`config.mk`:
```
export PLATFORM = sky130hd
export DESIGN_NAME = pipe_hazard_unit
export DESIGN_NICKNAME = d
export VERILOG_FILES = /design/src/rtl/pipe_hazard_unit.sv
export SDC_FILE = /design/constraint.sdc
export NUM_CORES = 1
export LEC_CHECK = 0
export ABC_AREA = 0
export BUFFER_PORTS_ARGS = -buffer_cell sky130_fd_sc_hd__clkbuf_2
export CAP_MARGIN = 20
export CORE_MARGIN = 5
export CORE_UTILIZATION = 30
export CTS_CLUSTER_SIZE = 25
export DETAILED_ROUTE_END_ITERATION = 8
export PLACE_DENSITY = 0.55
export SLEW_MARGIN = 40
export SYNTH_ARGS = -nofsm -noshare
export SYNTH_HDL_FRONTEND = slang
export SYNTH_SLANG_ARGS = --single-unit
```
`constraint.sdc`:
```
create_clock -name clk -period 3.4 [get_ports clk]
set_clock_uncertainty 0.2 [all_clocks]
set_input_delay 0.68 -clock clk [delete_from_list [all_inputs] [get_ports clk]]
set_output_delay 0.68 -clock clk [all_outputs]
set_load 0.01 [all_outputs]
```
`src/rtl/pipe_hazard_unit.sv`:
```
// Hazard and forwarding controller: destination scoreboard for DEPTH stages after decode,
// load-use stalls, branch flushes and operand forwarding selects. Optional counters: HAZ_PERF_EN.
module pipe_hazard_unit #(
    parameter int REG_AW     = 5,
    parameter int DEPTH      = 3,
    parameter int LOAD_STAGE = 2,
    localparam int FSW       = $clog2(DEPTH + 1)
) (
    input  logic              clk,
    input  logic              reset,
    input  logic              id_valid,
    input  logic [REG_AW-1:0] id_rs1,
    input  logic [REG_AW-1:0] id_rs2,
    input  logic              id_use_rs1,
    input  logic              id_use_rs2,
    input  logic [REG_AW-1:0] id_rd,
    input  logic              id_rdEn,
    input  logic              id_isLoad,
    input  logic              ex_branch_taken,
    output logic              pc_en,
    output logic              ifid_en,
    output logic              ifid_flush,
    output logic              idex_bubble,
    output logic [FSW-1:0]    fwd_a_sel,
    output logic [FSW-1:0]    fwd_b_sel,
    output logic [DEPTH-1:0]  stage_valid,
    output logic              stall
`ifdef HAZ_PERF_EN
    ,
    output logic [31:0]       perf_stall_cnt,
    output logic [31:0]       perf_flush_cnt
`endif
);

    logic [DEPTH-1:0]  valid_q;
    logic [DEPTH-1:0]  wen_q;
    logic [DEPTH-1:0]  load_q;
    logic [REG_AW-1:0] rd_q [DEPTH];

    logic [DEPTH-1:0]  hit_rs1;
    logic [DEPTH-1:0]  hit_rs2;
    logic [DEPTH-1:0]  early_mask;
    logic              load_use;
    logic              branch_ok;
    logic              unused_load;

    // Stages still short of the load-data-ready point; a load sitting there cannot forward yet.
    for (genvar g = 0; g < DEPTH; g++) begin : g_early
        assign early_mask[g] = (g < LOAD_STAGE - 1);
    end

    // Load flags past the forwardable point only ride along the shift chain.
    assign unused_load = ^load_q;

    always_comb begin
        hit_rs1 = '0;
        hit_rs2 = '0;
        for (int k = 0; k < DEPTH; k++) begin
            hit_rs1[k] = valid_q[k] & wen_q[k] & (rd_q[k] == id_rs1) & (id_rs1 != '0);
            hit_rs2[k] = valid_q[k] & wen_q[k] & (rd_q[k] == id_rs2) & (id_rs2 != '0);
        end
    end

    // Scanning from the oldest stage down leaves the youngest producer selected.
    always_comb begin
        fwd_a_sel = '0;
        fwd_b_sel = '0;
        for (int k = DEPTH - 1; k >= 0; k--) begin
            if (id_use_rs1 && hit_rs1[k]) fwd_a_sel = FSW'(k + 1);
            if (id_use_rs2 && hit_rs2[k]) fwd_b_sel = FSW'(k + 1);
        end
    end

    // A taken branch kills the decode instruction, so it overrides any load-use stall.
    always_comb begin
        branch_ok   = ex_branch_taken & valid_q[0];
        load_use    = id_valid &
                      ((id_use_rs1 & |(hit_rs1 & load_q & early_mask)) |
                       (id_use_rs2 & |(hit_rs2 & load_q & early_mask)));
        stall       = load_use & ~branch_ok;
        pc_en       = ~stall;
        ifid_en     = ~stall;
        ifid_flush  = branch_ok;
        idex_bubble = stall | branch_ok;
    end

    assign stage_valid = valid_q;

    always_ff @(posedge clk) begin
        if (reset) begin
            valid_q <= '0;
            wen_q   <= '0;
            load_q  <= '0;
            for (int k = 0; k < DEPTH; k++) rd_q[k] <= '0;
        end else begin
            for (int k = DEPTH - 1; k > 0; k--) begin
                valid_q[k] <= valid_q[k-1];
                wen_q[k]   <= wen_q[k-1];
                load_q[k]  <= load_q[k-1];
                rd_q[k]    <= rd_q[k-1];
            end
            if (idex_bubble) begin
                valid_q[0] <= 1'b0;
                wen_q[0]   <= 1'b0;
                load_q[0]  <= 1'b0;
                rd_q[0]    <= '0;
            end else begin
                valid_q[0] <= id_valid;
                wen_q[0]   <= id_rdEn;
                load_q[0]  <= id_isLoad;
                rd_q[0]    <= id_rd;
            end
        end
    end

`ifdef HAZ_PERF_EN
    always_ff @(posedge clk) begin
        if (reset) begin
            perf_stall_cnt <= '0;
            perf_flush_cnt <= '0;
        end else begin
            if (stall)     perf_stall_cnt <= perf_stall_cnt + 32'd1;
            if (branch_ok) perf_flush_cnt <= perf_flush_cnt + 32'd1;
        end
    end
`endif

endmodule

```
* After elaboration in Yosys (flattened, before gate mapping)
Memories as Yosys holds them, arrays and structs flattened. Index checks and enable logic that the tools add are counted.
Operators by class: add/sub/neg operators 0, $mul 0, divide/modulo/power cells 0, magnitude comparators 0, equality and inequality tests 6, shift-type cells 0, mux-type cells 19, bitwise logic cells 30, reduce and logical (&&, ||, !) cells 9
Operator list (number):
- equality test 5 bit | 6
- AND 1 bit | 22
- 2-to-1 mux 5 bit | 4
- 2-to-1 mux 2 bit | 6
- nonzero test 5 bit | 2
- 2-to-1 mux 1 bit | 9
- logical AND 1 bit | 6
- OR 1 bit | 6
- inverter 1 bit | 2
- OR reduction 2 bit | 1
Storage, ports and cells: register bits 7, latch bits 0, bits in writable memories 15, ROM bits 0, input bits 23, word-level logic and storage cells 70, memories kept 1
Memory list:
- rd_q | words 3, width 5, read ports 3, clocked after memory_dff 0, write ports 3, line 38 | logic [REG_AW-1:0] rd_q [DEPTH];

* Longest topological paths before layout
An unclocked memory read counts as a cell.
depth after elaboration 15, depth in mapped cells 6, depth with buffers taken out 5

* Worst setup path before layout
Ideal clock, no wire load.
kind input -> output, start point input port id_rs2[0], end point output port pc_en, data arrival time 1894 ps, data required time 2520 ps, slack 626 ps, stages 6, buffers on the path 1, cell sequence or4_1 o21ai_2 or3_4 a21boi_1 nand3_1 buf_4
Between the ends: word-level cells in the longest chain between the ends 9, elaborated cells on any way between the ends 10
Ends and longest elaborated chain:
- start, declared | line 13 | input logic [REG_AW-1:0] id_rs2,
- equality test 5 bit | line 60 | hit_rs2[k] = valid_q[k] & wen_q[k] & (rd_q[k] == id_rs2) & (id_rs2 != '0);
- AND 1 bit | line 60
- AND 1 bit (*) | line 60
- AND 1 bit (*) (2 in series) | line 79 | (id_use_rs2 & |(hit_rs2 & load_q & early_mask)));
- OR 1 bit (*) | line 78 | ((id_use_rs1 & |(hit_rs1 & load_q & early_mask)) |
- AND 1 bit (*) | line 77 | load_use = id_valid &
- AND 1 bit (*) | line 80 | stall = load_use & ~branch_ok;
- inverter 1 bit (*)
- end, declared | line 20 | output logic pc_en,
Every way passes the cells marked *; elsewhere a longest branch is shown, timed or not.

* Final worst setup path
start point input port id_rs1[0], end point output port idex_bubble
Between the ends: word-level cells in the longest chain between the ends 9, elaborated cells on any way between the ends 10
Ends and longest elaborated chain:
- start, declared | line 12 | input logic [REG_AW-1:0] id_rs1,
- equality test 5 bit | line 59 | hit_rs1[k] = valid_q[k] & wen_q[k] & (rd_q[k] == id_rs1) & (id_rs1 != '0);
- AND 1 bit | line 59
- AND 1 bit (*) | line 59
- AND 1 bit (*) (2 in series) | line 78
- OR 1 bit (*) | line 78
- AND 1 bit (*) | line 77
- AND 1 bit (*) | line 80
- OR 1 bit (*) | line 84 | idex_bubble = stall | branch_ok;
- end, declared | line 23 | output logic idex_bubble,
Marked as above.

==> impl_metrics.ini <==
[power_and_ir_drop]
swShare_pct = 24.56
p_clk_share_pct = 29.1
p_switching_mw = 0.1397
p_int_mw = 0.4293
power.density_nw_per_um2 = 363.6
leakagePower_nw = 0.6274
seqPwrFrac_pct = 55.9
ir_worst_vdd_uv = 128.7
combPwrFrac_pct = 15.0

[timing]
period_needed_ns = 3.033
setup_violations = 0
final.setup.tns_ns = 0
slew_violations = 0
finalHoldViolCount = 0
finalCritPeriodShare_pct = 89.21
rsz0062_at_grt = no
max_freq_mhz = 329.7
holdWs_ns = 0.2935

[clock_tree]
cts_tree = done
ctsResizeCount = 0
clock_latency_ns = 0.26
cts_buffer_depth = 2
path_clk_slew_ns = 0.07
numCtsBuffers = 3
root_buffer = clkbuf_8
cts_max_level = 1
cts_hold_buffers = 0
post_cts.repair.setup_buffers = 0
cts_num_sinks = 22

[placed_design]
portBuffers = 34
dp_hpwl_um = 2473
dp.cells = 217
place_congestion = 0.7935

[worst_setup_path]
worstPathMaxFanout = 8
critPathLaunch = id_rs1[0]
rrSetupSlack_ns = 1.41
cp-start-kind = primary input
end_kind = output port
crit_required_ns = 2.52
worstPathArrival_ns = 2.15
r2r_start = rd_q[0][0]
crit_type = in -> out

[floorplan]
dieHeight_um = 74.45
die_x_um = 74.45
core-area_um2 = 4000
start_util_pct = 31.15
ios = 35
rows = 23
dieArea_um2 = 5543

[global_route]
grt_max_degree = 16
grt_pass1_vias = 1044
track_usage_pct = 11.61
antenna_found_initial = 0
gr-total-overflow = 0
grt_pass1_wl_um = 4809

[detailed_routing]
ant_nets = 0
vias_per_cell = 4.502
drc_errors = 0
totalWireLength_um = 2978
drt_pass1_iterations = 4
routedWlPerCell_um = 13.48
drtIter0Drc = 27
num_vias = 995

[layout]
antenna_cells = 0
finish.utilization_pct = 39.13
finalNonFillerCells = 221
area_growth_pct = 25.60
multi_input_area_um2 = 693.2
drive_gt1_share_pct = 24.56
n_fill_cell = 427
final_nets = 195
seq_area_um2 = 590.6

[logic_synthesis]
netlist_instances = 121
syn_area_um2 = 1246
ys_types = 24
syn_area_per_cell_um2 = 10.30
yosys_register_bits = 22
yosysWarnings = 0
ys_seq_area_share_pct = 47.39

[status]
status = completed

[job]
drv_cap = 0

[min_path]
hp-class = reg -> reg
hp-start = wen_q[1]
[critical path, cell delays in order]
cell and delay [ns]:
clkbuf_2 0.13, or4_1 0.54, o21ai_2 0.18, or3_4 0.19
a21oi_4 0.08, or2_1 0.21, clkbuf_2 0.13
[registers in the layout, summed over array words and instances, names as in the netlist]
register / count
stage_valid: 3
wen_q: 3
rd_q: 15
load_q: 1
[per-layer routing]
layer  vias up  wire (um)  GRT usage, %
li1        497          -             -
met1       464       1278         14.37
met2        29       1450         19.22
met3         5        202         2.703
met4         0         46         5.138
met5         -          0             0
[kinds of logic (layout without fill, tap and decap cells)]
group,count (synthesis),count (layout),synth area share [%]
buffers and inverters,3,39,1.204
other,1,15,0.3009
AOI/OAI and AO/OA,6,6,4.519
xor gates and xnor gates,30,30,21.08
DFF,22,22,47.39
and+or+nand+nor,59,59,25.50
[Yosys cell counts]
cell	count	area, um^2
or2_1	1	6.260
nor4_1	2	12.51
nand2_1	13	48.80
xnor2_1	28	245.2
inv_1	1	3.750
edfxtp_1	15	450.4
xor2_1	2	17.52
o21a_1	2	15.01
nor2_1	9	33.78
a21oi_4	1	16.27
a21boi_1	1	7.510
and3_1	1	6.260
o21ai_2	2	17.52
nor3_1	2	10.01
dfxtp_1	7	140.1
nand3_1	5	25.02
or3_4	2	22.52
conb_1	1	3.750
or4_1	2	15.01
nand2b_1	2	12.51
nor2b_1	14	87.58
buf_4	1	7.510
nand4_1	6	37.54
clkbuf_1	1	3.750
[area by class of cell]
class | instances | area share (%)
inverters | 1 | 0.2398
flip-flops and latches | 22 | 37.73
clock buffers | 4 | 2.878
repair buffers | 34 | 10.87
well taps | 50 | 3.997
multi-input cells | 110 | 44.28
[stage by stage]
step                setup slack (ns)  area [um^2]  power, mW
floorplan                     0.6257         1299     0.3722
global placement              0.3986         1520     0.4069
detailed placement            0.3732         1520     0.4099
CTS                           0.3614         1565     0.5767
global route                  0.3069         1565     0.6003
finish                        0.3670         1565     0.5690
[cells in the final DEF, fill, tap and decap left out]
cell type  Yosys  routed
nand2b_1       2       2
and3_1         1       1
nand2_1       13      13
or4_1          2       2
o21ai_2        2       2
a21oi_4        1       1
nor2b_1       14      14
edfxtp_1      15      15
nor2_1         9       9
nand4_1        6       6
a21boi_1       1       1
inv_1          1       1
xnor2_1       28      28
clkbuf_1       1       1
or2_1          1       1
conb_1         1      15
nand3_1        5       5
clkbuf_2       0      34
dfxtp_1        7       7
o21a_1         2       2
xor2_1         2       2
nor3_1         2       2
clkbuf_8       0       3
nor4_1         2       2
or3_4          2       2
[final timing paths]
kind,end,cells past startpoint
min,wen_q[2],1
min reg2reg,wen_q[2],1
max,idex_bubble,7
max reg2reg,rd_q[0][1],5
[power by group through the flow]
stage | Sequential (mW) | Combinational, mW | Clock (mW)
after floorplan | 0.320 | 0.0525 | 0
after global placement | 0.324 | 0.0829 | 0
final | 0.318 | 0.0854 | 0.166
after CTS | 0.318 | 0.0862 | 0.172
after detailed placement | 0.324 | 0.0856 | 0
after global routing | 0.320 | 0.0947 | 0.185
Power figures use the tool's default switching activity.
